==> config.mk <==
export PLATFORM = sky130hd
export DESIGN_NAME = fetch_pc_unit_flat
export DESIGN_NICKNAME = d
export VERILOG_FILES = /design/src/rtl/fetch_pc_unit_pkg.sv /design/src/rtl/fetch_pc_unit_if.sv /design/src/rtl/fetch_pc_unit_next_pc.sv /design/src/rtl/fetch_pc_unit.sv /design/src/flat_wrapper.sv
export SDC_FILE = /design/constraint.sdc
export NUM_CORES = 1
export LEC_CHECK = 0
export ABC_AREA = 1
export ABC_CLOCK_PERIOD_IN_PS = 1600
export BUFFER_PORTS_ARGS = -buffer_cell sky130_fd_sc_hd__buf_2
export CAP_MARGIN = 20
export CORE_MARGIN = 10
export CORE_UTILIZATION = 47
export DETAILED_ROUTE_END_ITERATION = 8
export PLACE_DENSITY_LB_ADDON = 0.05
export SYNTH_ARGS = -nofsm -noshare
export SYNTH_HDL_FRONTEND = slang
export SYNTH_SLANG_ARGS = --single-unit
==> constraint.sdc <==
create_clock -name clk_i -period 1.6 [get_ports clk_i]
set_input_delay 0.16 -clock clk_i [delete_from_list [all_inputs] [get_ports clk_i]]
set_output_delay 0.16 -clock clk_i [all_outputs]
set_load 0.005 [all_outputs]
==> src/rtl/fetch_pc_unit_pkg.sv <==
// Shared fetch-stage types and constants: state encoding, PC width, reset PC and instruction step.
package fetch_pkg;

    localparam int PC_W = 32;
    localparam logic [PC_W-1:0] INSTR_STEP = 32'd4;
    localparam logic [PC_W-1:0] BOOT_ADDR_DEFAULT = 32'h0000_1000;

    typedef enum logic [1:0] {
        ST_BOOT,
        ST_FETCH,
        ST_DRAIN
    } fetch_state_e;

endpackage

==> src/rtl/fetch_pc_unit_if.sv <==
// Instruction-cache request bus between the fetch unit (master) and the cache (slave).
interface fetch_pc_unit_if;
    import fetch_pkg::*;

    logic            ic_req_o;
    logic            ic_ready_i;
    logic [PC_W-1:0] ic_data_i;

    modport master (
        output ic_req_o,
        input  ic_ready_i,
        input  ic_data_i
    );

    modport slave (
        input  ic_req_o,
        output ic_ready_i,
        output ic_data_i
    );

endinterface

==> src/rtl/fetch_pc_unit_next_pc.sv <==
// Combinational next-PC logic: sequential/predicted PC after a completed fetch and branch-redirect PC.
// FETCH_DYN_PRED_EN selects dynamic prediction; otherwise static not-taken.
module fetch_next_pc
    import fetch_pkg::*;
(
    input  logic [PC_W-1:0] pc_i,
    input  logic [PC_W-1:0] pred_pc_i,
    input  logic            prediction_i,
    input  logic            taken_i,
    input  logic            alu_jumps_i,
    input  logic [PC_W-1:0] alu_target_pc_i,
    input  logic [PC_W-1:0] alu_branch_pc_i,
    output logic [PC_W-1:0] next_pc_o,
    output logic [PC_W-1:0] redirect_pc_o
);

    logic [PC_W-1:0] seqPc;

    assign seqPc = pc_i + INSTR_STEP;

`ifdef FETCH_DYN_PRED_EN
    assign next_pc_o = (prediction_i && taken_i) ? pred_pc_i : seqPc;
`else
    // Predictor lookup is ignored in the static not-taken build.
    logic unusedPred;
    assign unusedPred = ^{pred_pc_i, prediction_i, taken_i};
    assign next_pc_o  = seqPc;
`endif

    assign redirect_pc_o = alu_jumps_i ? alu_target_pc_i : (alu_branch_pc_i + INSTR_STEP);

endmodule

==> src/rtl/fetch_pc_unit.sv <==
// Fetch PC unit: BOOT/FETCH/DRAIN sequencing, I-cache requests and the fetch-to-decode slot.
// Optional FETCH_DYN_PRED_EN enables dynamic branch prediction (default: static not-taken).
module fetch_pc_unit
    import fetch_pkg::*;
#(
    parameter logic [PC_W-1:0] BOOT_ADDR = BOOT_ADDR_DEFAULT
) (
    input  logic             clk_i,
    input  logic             rst_i,
    fetch_pc_unit_if.master  ic,
    output logic [PC_W-1:0]  pc_o,
    input  logic [PC_W-1:0]  pred_pc_i,
    input  logic             prediction_i,
    input  logic             taken_i,
    input  logic             bp_error_i,
    input  logic             alu_jumps_i,
    input  logic [PC_W-1:0]  alu_target_pc_i,
    input  logic [PC_W-1:0]  alu_branch_pc_i,
    input  logic             stall_i,
    output logic             if_valid_o,
    output logic [PC_W-1:0]  if_instr_o,
    output logic [PC_W-1:0]  if_pc_o,
    output logic             if_prediction_o,
    output logic             if_taken_o
);

    fetch_state_e    state_q, state_d;
    logic [PC_W-1:0] pc_q, pc_d;
    logic [PC_W-1:0] redirPc_q, redirPc_d;
    logic            ifValid_q, ifValid_d;
    logic [PC_W-1:0] ifInstr_q, ifInstr_d;
    logic [PC_W-1:0] ifPc_q, ifPc_d;
    logic            ifPred_q, ifPred_d;
    logic            ifTaken_q, ifTaken_d;
    logic            icReq;
    logic            slotPred;
    logic            slotTaken;
    logic [PC_W-1:0] nextPc;
    logic [PC_W-1:0] redirectPc;

    fetch_next_pc u_next_pc (
        .pc_i            (pc_q),
        .pred_pc_i       (pred_pc_i),
        .prediction_i    (prediction_i),
        .taken_i         (taken_i),
        .alu_jumps_i     (alu_jumps_i),
        .alu_target_pc_i (alu_target_pc_i),
        .alu_branch_pc_i (alu_branch_pc_i),
        .next_pc_o       (nextPc),
        .redirect_pc_o   (redirectPc)
    );

`ifdef FETCH_DYN_PRED_EN
    assign slotPred  = prediction_i;
    assign slotTaken = taken_i;
`else
    assign slotPred  = 1'b0;
    assign slotTaken = 1'b0;
`endif

    always_ff @(posedge clk_i) begin
        if (rst_i) begin
            state_q   <= ST_BOOT;
            pc_q      <= BOOT_ADDR;
            redirPc_q <= '0;
            ifValid_q <= 1'b0;
            ifInstr_q <= '0;
            ifPc_q    <= '0;
            ifPred_q  <= 1'b0;
            ifTaken_q <= 1'b0;
        end else begin
            state_q   <= state_d;
            pc_q      <= pc_d;
            redirPc_q <= redirPc_d;
            ifValid_q <= ifValid_d;
            ifInstr_q <= ifInstr_d;
            ifPc_q    <= ifPc_d;
            ifPred_q  <= ifPred_d;
            ifTaken_q <= ifTaken_d;
        end
    end

    // A branch error outranks completion and stall; an outstanding request is drained before redirecting.
    always_comb begin
        state_d   = state_q;
        pc_d      = pc_q;
        redirPc_d = redirPc_q;
        ifValid_d = ifValid_q;
        ifInstr_d = ifInstr_q;
        ifPc_d    = ifPc_q;
        ifPred_d  = ifPred_q;
        ifTaken_d = ifTaken_q;
        icReq     = 1'b0;

        case (state_q)
            ST_BOOT: begin
                state_d = ST_FETCH;
            end
            ST_FETCH: begin
                icReq = !ifValid_q || !stall_i;
                if (bp_error_i) begin
                    redirPc_d = redirectPc;
                    ifValid_d = 1'b0;
                    if (icReq && !ic.ic_ready_i) begin
                        state_d = ST_DRAIN;
                    end else begin
                        pc_d = redirectPc;
                    end
                end else if (icReq && ic.ic_ready_i) begin
                    ifValid_d = 1'b1;
                    ifInstr_d = ic.ic_data_i;
                    ifPc_d    = pc_q;
                    ifPred_d  = slotPred;
                    ifTaken_d = slotTaken;
                    pc_d      = nextPc;
                end else if (ifValid_q && !stall_i) begin
                    ifValid_d = 1'b0;
                end
            end
            ST_DRAIN: begin
                icReq = 1'b1;
                if (bp_error_i) begin
                    redirPc_d = redirectPc;
                end
                if (ic.ic_ready_i) begin
                    state_d = ST_FETCH;
                    pc_d    = bp_error_i ? redirectPc : redirPc_q;
                end
            end
            default: begin
                state_d = ST_BOOT;
            end
        endcase
    end

    assign ic.ic_req_o      = icReq;
    assign pc_o             = pc_q;
    assign if_valid_o       = ifValid_q;
    assign if_instr_o       = ifInstr_q;
    assign if_pc_o          = ifPc_q;
    assign if_prediction_o  = ifPred_q;
    assign if_taken_o       = ifTaken_q;

endmodule

==> src/flat_wrapper.sv <==
// flat-port wrapper written by rule: the top's interface ports become plain ports
module fetch_pc_unit_flat import fetch_pkg::*;
#(
    parameter logic [PC_W-1:0] BOOT_ADDR = BOOT_ADDR_DEFAULT
)
  (clk_i, rst_i, pc_o, pred_pc_i, prediction_i, taken_i, bp_error_i, alu_jumps_i, alu_target_pc_i, alu_branch_pc_i, stall_i, if_valid_o, if_instr_o, if_pc_o, if_prediction_o, if_taken_o, ic_ic_req_o, ic_ic_ready_i, ic_ic_data_i);
  fetch_pc_unit_if ic_i ();
  input  logic clk_i;
  input  logic rst_i;
  output logic [PC_W-1:0] pc_o;
  input  logic [PC_W-1:0] pred_pc_i;
  input  logic prediction_i;
  input  logic taken_i;
  input  logic bp_error_i;
  input  logic alu_jumps_i;
  input  logic [PC_W-1:0] alu_target_pc_i;
  input  logic [PC_W-1:0] alu_branch_pc_i;
  input  logic stall_i;
  output logic if_valid_o;
  output logic [PC_W-1:0] if_instr_o;
  output logic [PC_W-1:0] if_pc_o;
  output logic if_prediction_o;
  output logic if_taken_o;
  output wire logic [$bits(ic_i.ic_req_o)-1:0] ic_ic_req_o;
  input wire logic [$bits(ic_i.ic_ready_i)-1:0] ic_ic_ready_i;
  input wire logic [$bits(ic_i.ic_data_i)-1:0] ic_ic_data_i;
  assign ic_ic_req_o = ic_i.ic_req_o;
  assign ic_i.ic_ready_i = ic_ic_ready_i;
  assign ic_i.ic_data_i = ic_ic_data_i;
  fetch_pc_unit #(.BOOT_ADDR(BOOT_ADDR)) u_core (.clk_i(clk_i), .rst_i(rst_i), .ic(ic_i), .pc_o(pc_o), .pred_pc_i(pred_pc_i), .prediction_i(prediction_i), .taken_i(taken_i), .bp_error_i(bp_error_i), .alu_jumps_i(alu_jumps_i), .alu_target_pc_i(alu_target_pc_i), .alu_branch_pc_i(alu_branch_pc_i), .stall_i(stall_i), .if_valid_o(if_valid_o), .if_instr_o(if_instr_o), .if_pc_o(if_pc_o), .if_prediction_o(if_prediction_o), .if_taken_o(if_taken_o));
endmodule
==> impl_results.md, run 1 <==
* Die span in x at between 100 and 150 um
* H-Tree Depth at 4
* N_diodes at 0
* Part of the total power dissipated in combinational logic at 29.4%
* Wire length of the first global-routing pass at about 43000 um
* Netlist Area Pre-Place at around 0.0075 sq mm
* Slowest stage cell, crit path: sky130_fd_sc_hd__dfxtp_2
* Area enclosed by the die boundary at roughly 0.021 sq mm
* Number of distinct library cells after synthesis at 43
* Total wire length after detailed routing at ~28000 um
* Mapped Avg Cell Area at around 6.4 sq um
* Share of total power in the clock network at roughly a third
* Initial drt markers at between 600 and 700
* Sum of buffers and inverters on the critical path at 4
* CTS Root Buffer Type: sky130_fd_sc_hd__clkbuf_16
* Vias at between 8k and 9k
* Violated checks: hold timing, setup timing
* Sum of overflow across all layers after global routing at 0
* Most frequent cell after synthesis: sky130_fd_sc_hd__nand2_1
* Crit path arrival time at 2.10 ns
* Number of clock buffers inserted by TritonCTS at 17
* Path length in cells of the critical path at 9
* Worst Hold Slack at -0.00700 ns
* Total count of hold-check failures in the final report at 2
* Reg-to-reg critical path endpoint: u_core.pc_o[6]
* Worst Setup SP: u_core.state_q[1]
* Share of Yosys cell area claimed by the top area cell type at approximately a third
* Status: finished, violations left
* Met3 GRT Util at about 5.3%
* EDFF count, synth at 0
* Count of unresolved DRC violations after routing at 0
* Int Pwr at approximately 7.5 mW
* Layout cell share with drive strength beyond 1 at 30.5%
* CTS tree: built
* Net switching fraction of the power at 32.2%
* Number of optimization iterations in the first detailed-route pass at 5
* Most area-consuming cells after synthesis: sky130_fd_sc_hd__dfxtp_1, sky130_fd_sc_hd__nand2_1, sky130_fd_sc_hd__nor2_1, sky130_fd_sc_hd__o21ai_0, sky130_fd_sc_hd__a21oi_1
* Setup repair after global routing missed its margin: yes
* DR WL/cell at about 16 um
* Clock skew after layout at roughly 0.0080 ns
* Maximum number of pins on one net before global-route repair at 56
* Via count of the first global-routing pass at roughly 8.4k
* Final Slew Violations at 0
* GRT Overall Usage at around a quarter
* Initial cell density of the core at 47.7%
* Crit-path max FO at 3
* Timing endpoint of the critical path: u_core.pc_o[6]
* Worst setup slack for register-to-register paths at -0.17 ns
* Maximum clock rate at between 500 and 600 MHz
* Most area-hungry cell type in the Yosys netlist: sky130_fd_sc_hd__dfxtp_1
* Core outline area at between 0.015 and 0.02 sq mm
* Async S/R FF share, synth at 0%
* Path class of the lowest-slack min-delay path: input port to register
* Number of instances in the synthesized netlist at 1174
* Startpoint kind of the worst setup timing path: register
* Clock transition at the register clock pins on the worst setup and hold paths after CTS at 0.06 ns
* Post-layout worst setup margin at -0.166 ns
* Worst reg2reg path depth at 9
* Sink count of the clock tree at 131
* Leakage power figure at about 4.9 nW
* Final worst path period share at 110%
* Series of cell instances along the critical path: buf_6 > ha_4 > buf_6 > buf_8 > nor2_4 > inv_2 > a21oi_1 > o22ai_2 > a31oi_1
* Port Buffers at 199
* Met1 routing resource usage after global routing at between 20% and 30%
* Power density relative to cell area at between 1000 and 1500 mW/mm^2
* Antenna violations before repair at 0
* Number of warnings reported in the yosys synthesis log at 0
* Boundary Pins at approximately 240
* Placer congestion estimate at 0.939
* Die Height at approximately 150 um
* Final critical path time including I/O delays and setup at ~1.8 ns
* Maximum vdd drop at 0.721 mV
* Worst min-delay path startpoint: ic_ic_data_i[16]
* Skew-Pair Late Insertion Delay at 0.42 ns
* DP Cell Count at ~1.6k
* Worst R2R Start: u_core.state_q[1]
* Kind of cell with the highest combined delay on the critical path: compound AO/OA/AOI/OAI gates
* Most frequent cell on the critical path: sky130_fd_sc_hd__buf_6
* Number of maximum-capacitance constraint violations at 0
* Accumulated negative setup slack at -2.99 ns
* Sequential fraction of the synthesis area at 34.9%
* Most heavily used metal layer in global routing: met2
* Number of flip-flops and latches in the synthesized netlist at around 130
* HPWL Detailed at about 20000 um
* List of most frequent post-synthesis cells: sky130_fd_sc_hd__nand2_1, sky130_fd_sc_hd__nor2_1, sky130_fd_sc_hd__dfxtp_1
* Via density at between 5 and 6
* Commonest register cell after synthesis: sky130_fd_sc_hd__dfxtp_1
* Number of core rows at 46
* Max Root-Sink Buffers at 2
* Met2 layer usage reported by global route at just over 40%
* Number of non-filler instances in the completed layout at 1685
* Remaining antenna violation count at 0
* Finish-stage setup viols at 32
* Area delta synth->final at 42.6%
* Critical path class: register to register
* Cells on Worst Hold Path at 3
* P_sw at between 3 and 4 mW
* Endpoint kind of the worst setup timing path: register
* Critical path required time at 1.93 ns
* Number of nets in the layout at about 1.6k
* Sequential power share at ~36%
* Max stage delay on crit path at between 0.3 and 0.4 ns
-- cells by family after synthesis --
family	Yosys count	synth area share [%]
DFF	131	34.9
AOI/OAI and AO/OA	273	19.1
and+or+nand+nor	601	35.0
buffers and inverters	151	8.81
other	1	0.0499
adders and majority gates	5	0.832
xor gates and xnor gates	12	1.40
-- per-stage QoR --
stage | worst slack (ns) | power [mW] | util (%) | area, sq um
2_1_floorplan | 0.0141 | 5.45 | - | 7520
3_3_place_gp | -0.0931 | 6.56 | 58.7 | 9260
3_5_place_dp | -0.143 | 6.60 | 58.7 | 9260
4_1_cts | -0.129 | 10.9 | 66.0 | 10400
5_1_grt | -0.222 | 11.6 | 68.0 | 10700
6_report | -0.166 | 11.1 | 68.0 | 10700
-- worst register-to-register path: cells and delay by family, from the launching register on --
family	cells	cell delay [ns]
buffers and inverters	4	0.46
and+or+nand+nor	1	0.20
adders and majority gates	1	0.16
AOI/OAI and AO/OA	3	0.51
DFF	1	0.34
-- how the worst min path moves through the flow --
| stage | to | slack (ns) |
|---|---|---|
| finish | u_core.if_instr_o[16] | -0.007 |
| global placement | u_core.if_instr_o[24] | 0.41 |
| detailed placement | u_core.if_instr_o[25] | 0.42 |
| CTS | u_core.if_instr_o[16] | 0.0009 |
| floorplan | u_core.if_instr_o[0] | 0.33 |
| global route | u_core.if_instr_o[3] | 0.02 |
-- sequential cells by signal, indices dropped and copies added (netlist names) --
register           count
u_core.state_q         2
u_core.if_valid_o      1
u_core.redirPc_q      32
u_core.if_pc_o        32
u_core.pc_o           32
u_core.if_instr_o     32
-- cell usage in the layout, fill, tap and decap left out, types with 7 or more instances in the layout --
cell                            count
sky130_fd_sc_hd__a21oi_1           88
sky130_fd_sc_hd__a21oi_2           14
sky130_fd_sc_hd__a31oi_1           21
sky130_fd_sc_hd__buf_12            14
sky130_fd_sc_hd__buf_2            199
sky130_fd_sc_hd__buf_4             78
sky130_fd_sc_hd__buf_6             11
sky130_fd_sc_hd__clkbuf_16         21
sky130_fd_sc_hd__dfxtp_1          127
sky130_fd_sc_hd__dlygate4sd3_1     17
sky130_fd_sc_hd__inv_1             72
sky130_fd_sc_hd__inv_2              9
sky130_fd_sc_hd__nand2_1          225
sky130_fd_sc_hd__nand2_2           14
sky130_fd_sc_hd__nand3_1           79
sky130_fd_sc_hd__nand3b_1           8
sky130_fd_sc_hd__nand4_1            9
sky130_fd_sc_hd__nor2_1           221
sky130_fd_sc_hd__nor2_2            10
sky130_fd_sc_hd__nor2_4            17
sky130_fd_sc_hd__o21ai_0          117
sky130_fd_sc_hd__o21ai_1            9
sky130_fd_sc_hd__o21ai_2            7
-- power by group through the flow --
stage / sequential [mW] / combinational [mW] / clock [mW]
after floorplan: 4.02 / 1.43 / 0
after global placement: 4.01 / 2.55 / 0
after detailed placement: 4.02 / 2.58 / 0
after CTS: 3.96 / 3.03 / 3.87
after global routing: 4.04 / 3.58 / 4.03
final: 3.98 / 3.26 / 3.83
-- layer usage --
| layer | wire length [um] | vias to the layer above |
|---|---|---|
| li1 | - | 4411 |
| met1 | 11600 | 4067 |
| met5 | 0 | - |
| met2 | 13400 | 347 |
| met4 | 662 | 0 |
| met3 | 1960 | 56 |
-- repair_timing --
action | in CTS | in global routing
cloned | 3 | 4
endpoints found under the setup margin | 57 | 60
hold endpoints to repair | 17 | 0
pin swaps | 18 | 32
hold buffers | 17 | 0
buffers inserted | 13 | 5
resized for setup | 59 | 54
-- final cells by class --
type                            count  area (sq um)
Clock buffer                       19           443
Clock inverter                     11           131
Fill cell                        1506          5050
Inverter                           87           343
Multi-Input combinational cell    893          4540
Sequential cell                   131          2630
Tap cell                          216           270
Timing Repair Buffer              328          2360
Note: power is estimated with default switching activity, not from simulation.
==> run 2, diff against run 1 <==
--- a/config.mk
+++ b/config.mk
@@ -6,13 +6,14 @@
 export NUM_CORES = 1
 export LEC_CHECK = 0
 export ABC_AREA = 1
-export ABC_CLOCK_PERIOD_IN_PS = 1600
 export BUFFER_PORTS_ARGS = -buffer_cell sky130_fd_sc_hd__buf_2
 export CAP_MARGIN = 20
 export CORE_MARGIN = 10
 export CORE_UTILIZATION = 47
 export DETAILED_ROUTE_END_ITERATION = 8
 export PLACE_DENSITY_LB_ADDON = 0.05
+export RECOVER_POWER = 25
 export SYNTH_ARGS = -nofsm -noshare
 export SYNTH_HDL_FRONTEND = slang
+export SYNTH_HIERARCHICAL = 1
 export SYNTH_SLANG_ARGS = --single-unit
==> impl_results.md, run 2 <==
* Async S/R FF share, synth at 0%
* List of most frequent post-synthesis cells: sky130_fd_sc_hd__nand2_1, sky130_fd_sc_hd__nor2_1, sky130_fd_sc_hd__dfxtp_1
* Number of core rows at 46
* Met1 routing resource usage after global routing at 27.9%
* Mapped Avg Cell Area at approximately 6.2 sq um
* Total Power at roughly 17 mW
* EDFF count, synth at 0
* Count of unresolved DRC violations after routing at 0
* Number of clock buffers inserted by TritonCTS at 17
* Initial drt markers at 796
* Crit path arrival time at between 2 and 2.5 ns
* Status: finished, violations left
* Most area-consuming cells after synthesis: sky130_fd_sc_hd__dfxtp_1, sky130_fd_sc_hd__nand2_1, sky130_fd_sc_hd__nor2_1, sky130_fd_sc_hd__o21ai_0, sky130_fd_sc_hd__nand3_1
* Final worst path period share at 108%
* Core outline area at between 0.015 and 0.02 sq mm
* Critical path required time at approximately 2.0 ns
* Worst Setup SP: u_core/pc_o[3]
* H-Tree Depth at 4
* Via density at ~5.2
* Number of distinct library cells after synthesis at 36
* Path length in cells of the critical path at 11
* Endpoint kind of the worst setup timing path: register
* GRT Overall Usage at about a quarter
* Post-synthesis share of cell area spent on full adders, half adders and majority gates at less than 1%
* Leakage power figure at ~5.7 nW
* Worst reg2reg path depth at 11
* Clock skew after layout at 0.00940 ns
* Sum of buffers and inverters on the critical path at 2
* HPWL Detailed at around 20000 um
* Number of nets in the layout at approximately 1.7k
* Maximum vdd drop at just under 0.9 mV
* Die span in x at between 100 and 150 um
* CTS tree: built
* Number of optimization iterations in the first detailed-route pass at 6
* Series of cell instances along the critical path: ha_4 > nand3_4 > inv_2 > nand2_4 > buf_4 > nor2_4 > xor2_2 > o21ai_1 > o21ai_1 > nor2_2 > nor2_1
* Clock transition at the register clock pins on the worst setup and hold paths after CTS at approximately 0.060 ns
* Most frequent cell after synthesis: sky130_fd_sc_hd__nand2_1
* Vias at around 9.4k
* Via count of the first global-routing pass at between 8k and 9k
* Die Height at 147 um
* Main combinational cell family by area after synthesis: simple AND/OR/NAND/NOR gates
* Critical path class: register to register
* Slowest stage cell, crit path: sky130_fd_sc_hd__dfxtp_2
* Initial cell density of the core at 48.0%
* Commonest non-fill, non-tap cell in the layout: sky130_fd_sc_hd__nand2_1
* Sequential fraction of the synthesis area at between 30% and 40%
* CTS Root Buffer Type: sky130_fd_sc_hd__clkbuf_16
* Reg-to-reg critical path endpoint: u_core/pc_o[18]
* Worst setup timing slack at the placement stage at -0.374 ns
* Number of flip-flops and latches in the synthesized netlist at 131
* Path class of the lowest-slack min-delay path: input port to register
* Maximum clock rate at 580 MHz
* Highest-count cells in the layout ignoring fill and taps: sky130_fd_sc_hd__nand2_1, sky130_fd_sc_hd__nor2_1, sky130_fd_sc_hd__buf_2, sky130_fd_sc_hd__buf_4, sky130_fd_sc_hd__dfxtp_1
* Kind of cell with the highest combined delay on the critical path: simple AND/OR/NAND/NOR gates
* Port Buffers at 199
* Mux cell area share after synthesis at 0%
* Max stage delay on crit path at about 0.35 ns
* Commonest register cell after synthesis: sky130_fd_sc_hd__dfxtp_1
* Share of Yosys cell area claimed by the top area cell type at between 30% and 40%
* Met3 GRT Util at under 10%
* Max Root-Sink Buffers at 2
* Number of maximum-capacitance constraint violations at 0
* Most heavily used metal layer in global routing: met2
* Post-layout worst setup margin at -0.123 ns
* Startpoint kind of the worst setup timing path: register
* Most area-hungry cell type in the Yosys netlist: sky130_fd_sc_hd__dfxtp_1
* Violated checks: setup timing
* Timing endpoint of the critical path: u_core/pc_o[18]
* Skew-Pair Late Insertion Delay at 0.42 ns
* Final Slew Violations at 0
* N_diodes at 0
* Wire length of the first global-routing pass at approximately 44000 um
* Sum of overflow across all layers after global routing at 0
* Netlist Area Pre-Place at around 0.0076 sq mm
* Worst setup slack for register-to-register paths at -0.12 ns
* Met2 layer usage reported by global route at 43.9%
* Number of instances in the synthesized netlist at around 1.2k
* Crit-path max FO at 4
* Sink count of the clock tree at approximately 130
* Placer congestion estimate at 0.922
* Boundary Pins at approximately 240
* Total wire length after detailed routing at ~30000 um
* Remaining antenna violation count at 0
* Total count of hold-check failures in the final report at 0
* Area delta synth->final at 53.8%
* Xor-xnor portion of the synthesized cell area at 2.07%
* Post-synthesis compound-gate area fraction at 14.1%
* Antenna violations before repair at 0
* Layout cell share with drive strength beyond 1 at between 30 and 40%
* Number of warnings reported in the yosys synthesis log at 6
* Finish-stage setup viols at 27
* DR WL/cell at 16.4 um
* Setup repair after global routing missed its margin: yes
* Final critical path time including I/O delays and setup at 1.72 ns
* Area enclosed by the die boundary at 0.0217 sq mm
* Area fraction in and, or, nand and nor cells after synthesis at between 30% and 40%
* Maximum number of pins on one net before global-route repair at a little under 70
* Worst R2R Start: u_core/pc_o[3]
* Power density relative to cell area at approximately 1500 mW/mm^2
* Most frequent cell on the critical path: sky130_fd_sc_hd__o21ai_1
## run 2: timing repair
action / 4_1_cts / 5_1_grt
setup buffers: 9 / 14
gates cloned: 1 / 10
pin swaps: 38 / 69
endpoints found under the setup margin: 35 / 118
gates resized for setup: 95 / 156
hold endpoints to repair: 32 / 0
hold buffers: 32 / 0
## run 2: final cells by class
cell class | instances | area [sq um]
fillers | 1348 | 4150
repair buffers | 400 | 2910
clock buffers | 18 | 439
clock inverters | 14 | 190
flip-flops and latches | 131 | 2700
well taps | 216 | 270
inverters | 84 | 330
multi-input cells | 944 | 4900
## run 2: cell families after synthesis
logic type | Yosys count
compound gates | 212
xor+xnor | 18
fa+ha+maj | 6
buf+inv | 151
flops | 131
other cells | 1
simple gates | 706
## run 2: worst min-delay path by stage
stage	from	endpoint	depth (start not counted)	slack, ns
detailed placement	ic_ic_data_i[4]	u_core/if_instr_o[4]	3	0.39
CTS	stall_i	u_core/if_valid_o	5	0.1
global placement	ic_ic_data_i[28]	u_core/if_instr_o[28]	3	0.38
finish	stall_i	u_core/if_valid_o	5	0.11
global route	stall_i	u_core/if_valid_o	5	0.13
floorplan	ic_ic_data_i[0]	u_core/if_instr_o[0]	2	0.29
## run 2: power by group
part           internal, mW  switching (mW)  leakage (nW)  total [mW]
Clock                  2.55            1.63         0.306        4.18
Combinational          3.58            4.45          4.31        8.03
Sequential             4.20           0.743          1.08        4.94
Total                  10.3            6.82          5.70        17.2
## run 2: metal layers
metal / wire, um / vias up / part of all wire, %
met2: 15200 / 313 / 51
li1: - / 4596 / -
met1: 11600 / 4402 / 39
met4: 823 / 0 / 2.8
met5: 0 / - / 0
met3: 2070 / 52 / 7.0
## run 2: metrics by stage
step                cell area (sq um)  std cells  setup TNS (ns)  hold WS, ns  utilization [%]
floorplan                        7650       1226               0        0.295                -
global placement                 9700       1710           -2.96        0.382             61.0
detailed placement               9700       1710           -3.38        0.388             61.0
CTS                             11000       1783          -0.665       0.0992             69.3
global route                    11700       1807           -3.73        0.132             73.9
finish                          11700       1807           -1.53        0.113             73.9
## run 2: tightest hold or removal path, delay by kind of cell
| kind | cells | cell delay, ns |
|---|---|---|
| AO/OA/AOI/OAI | 1 | 0.05 |
| buffers and inverters | 1 | 0.11 |
| AND/OR/NAND/NOR | 3 | 0.17 |
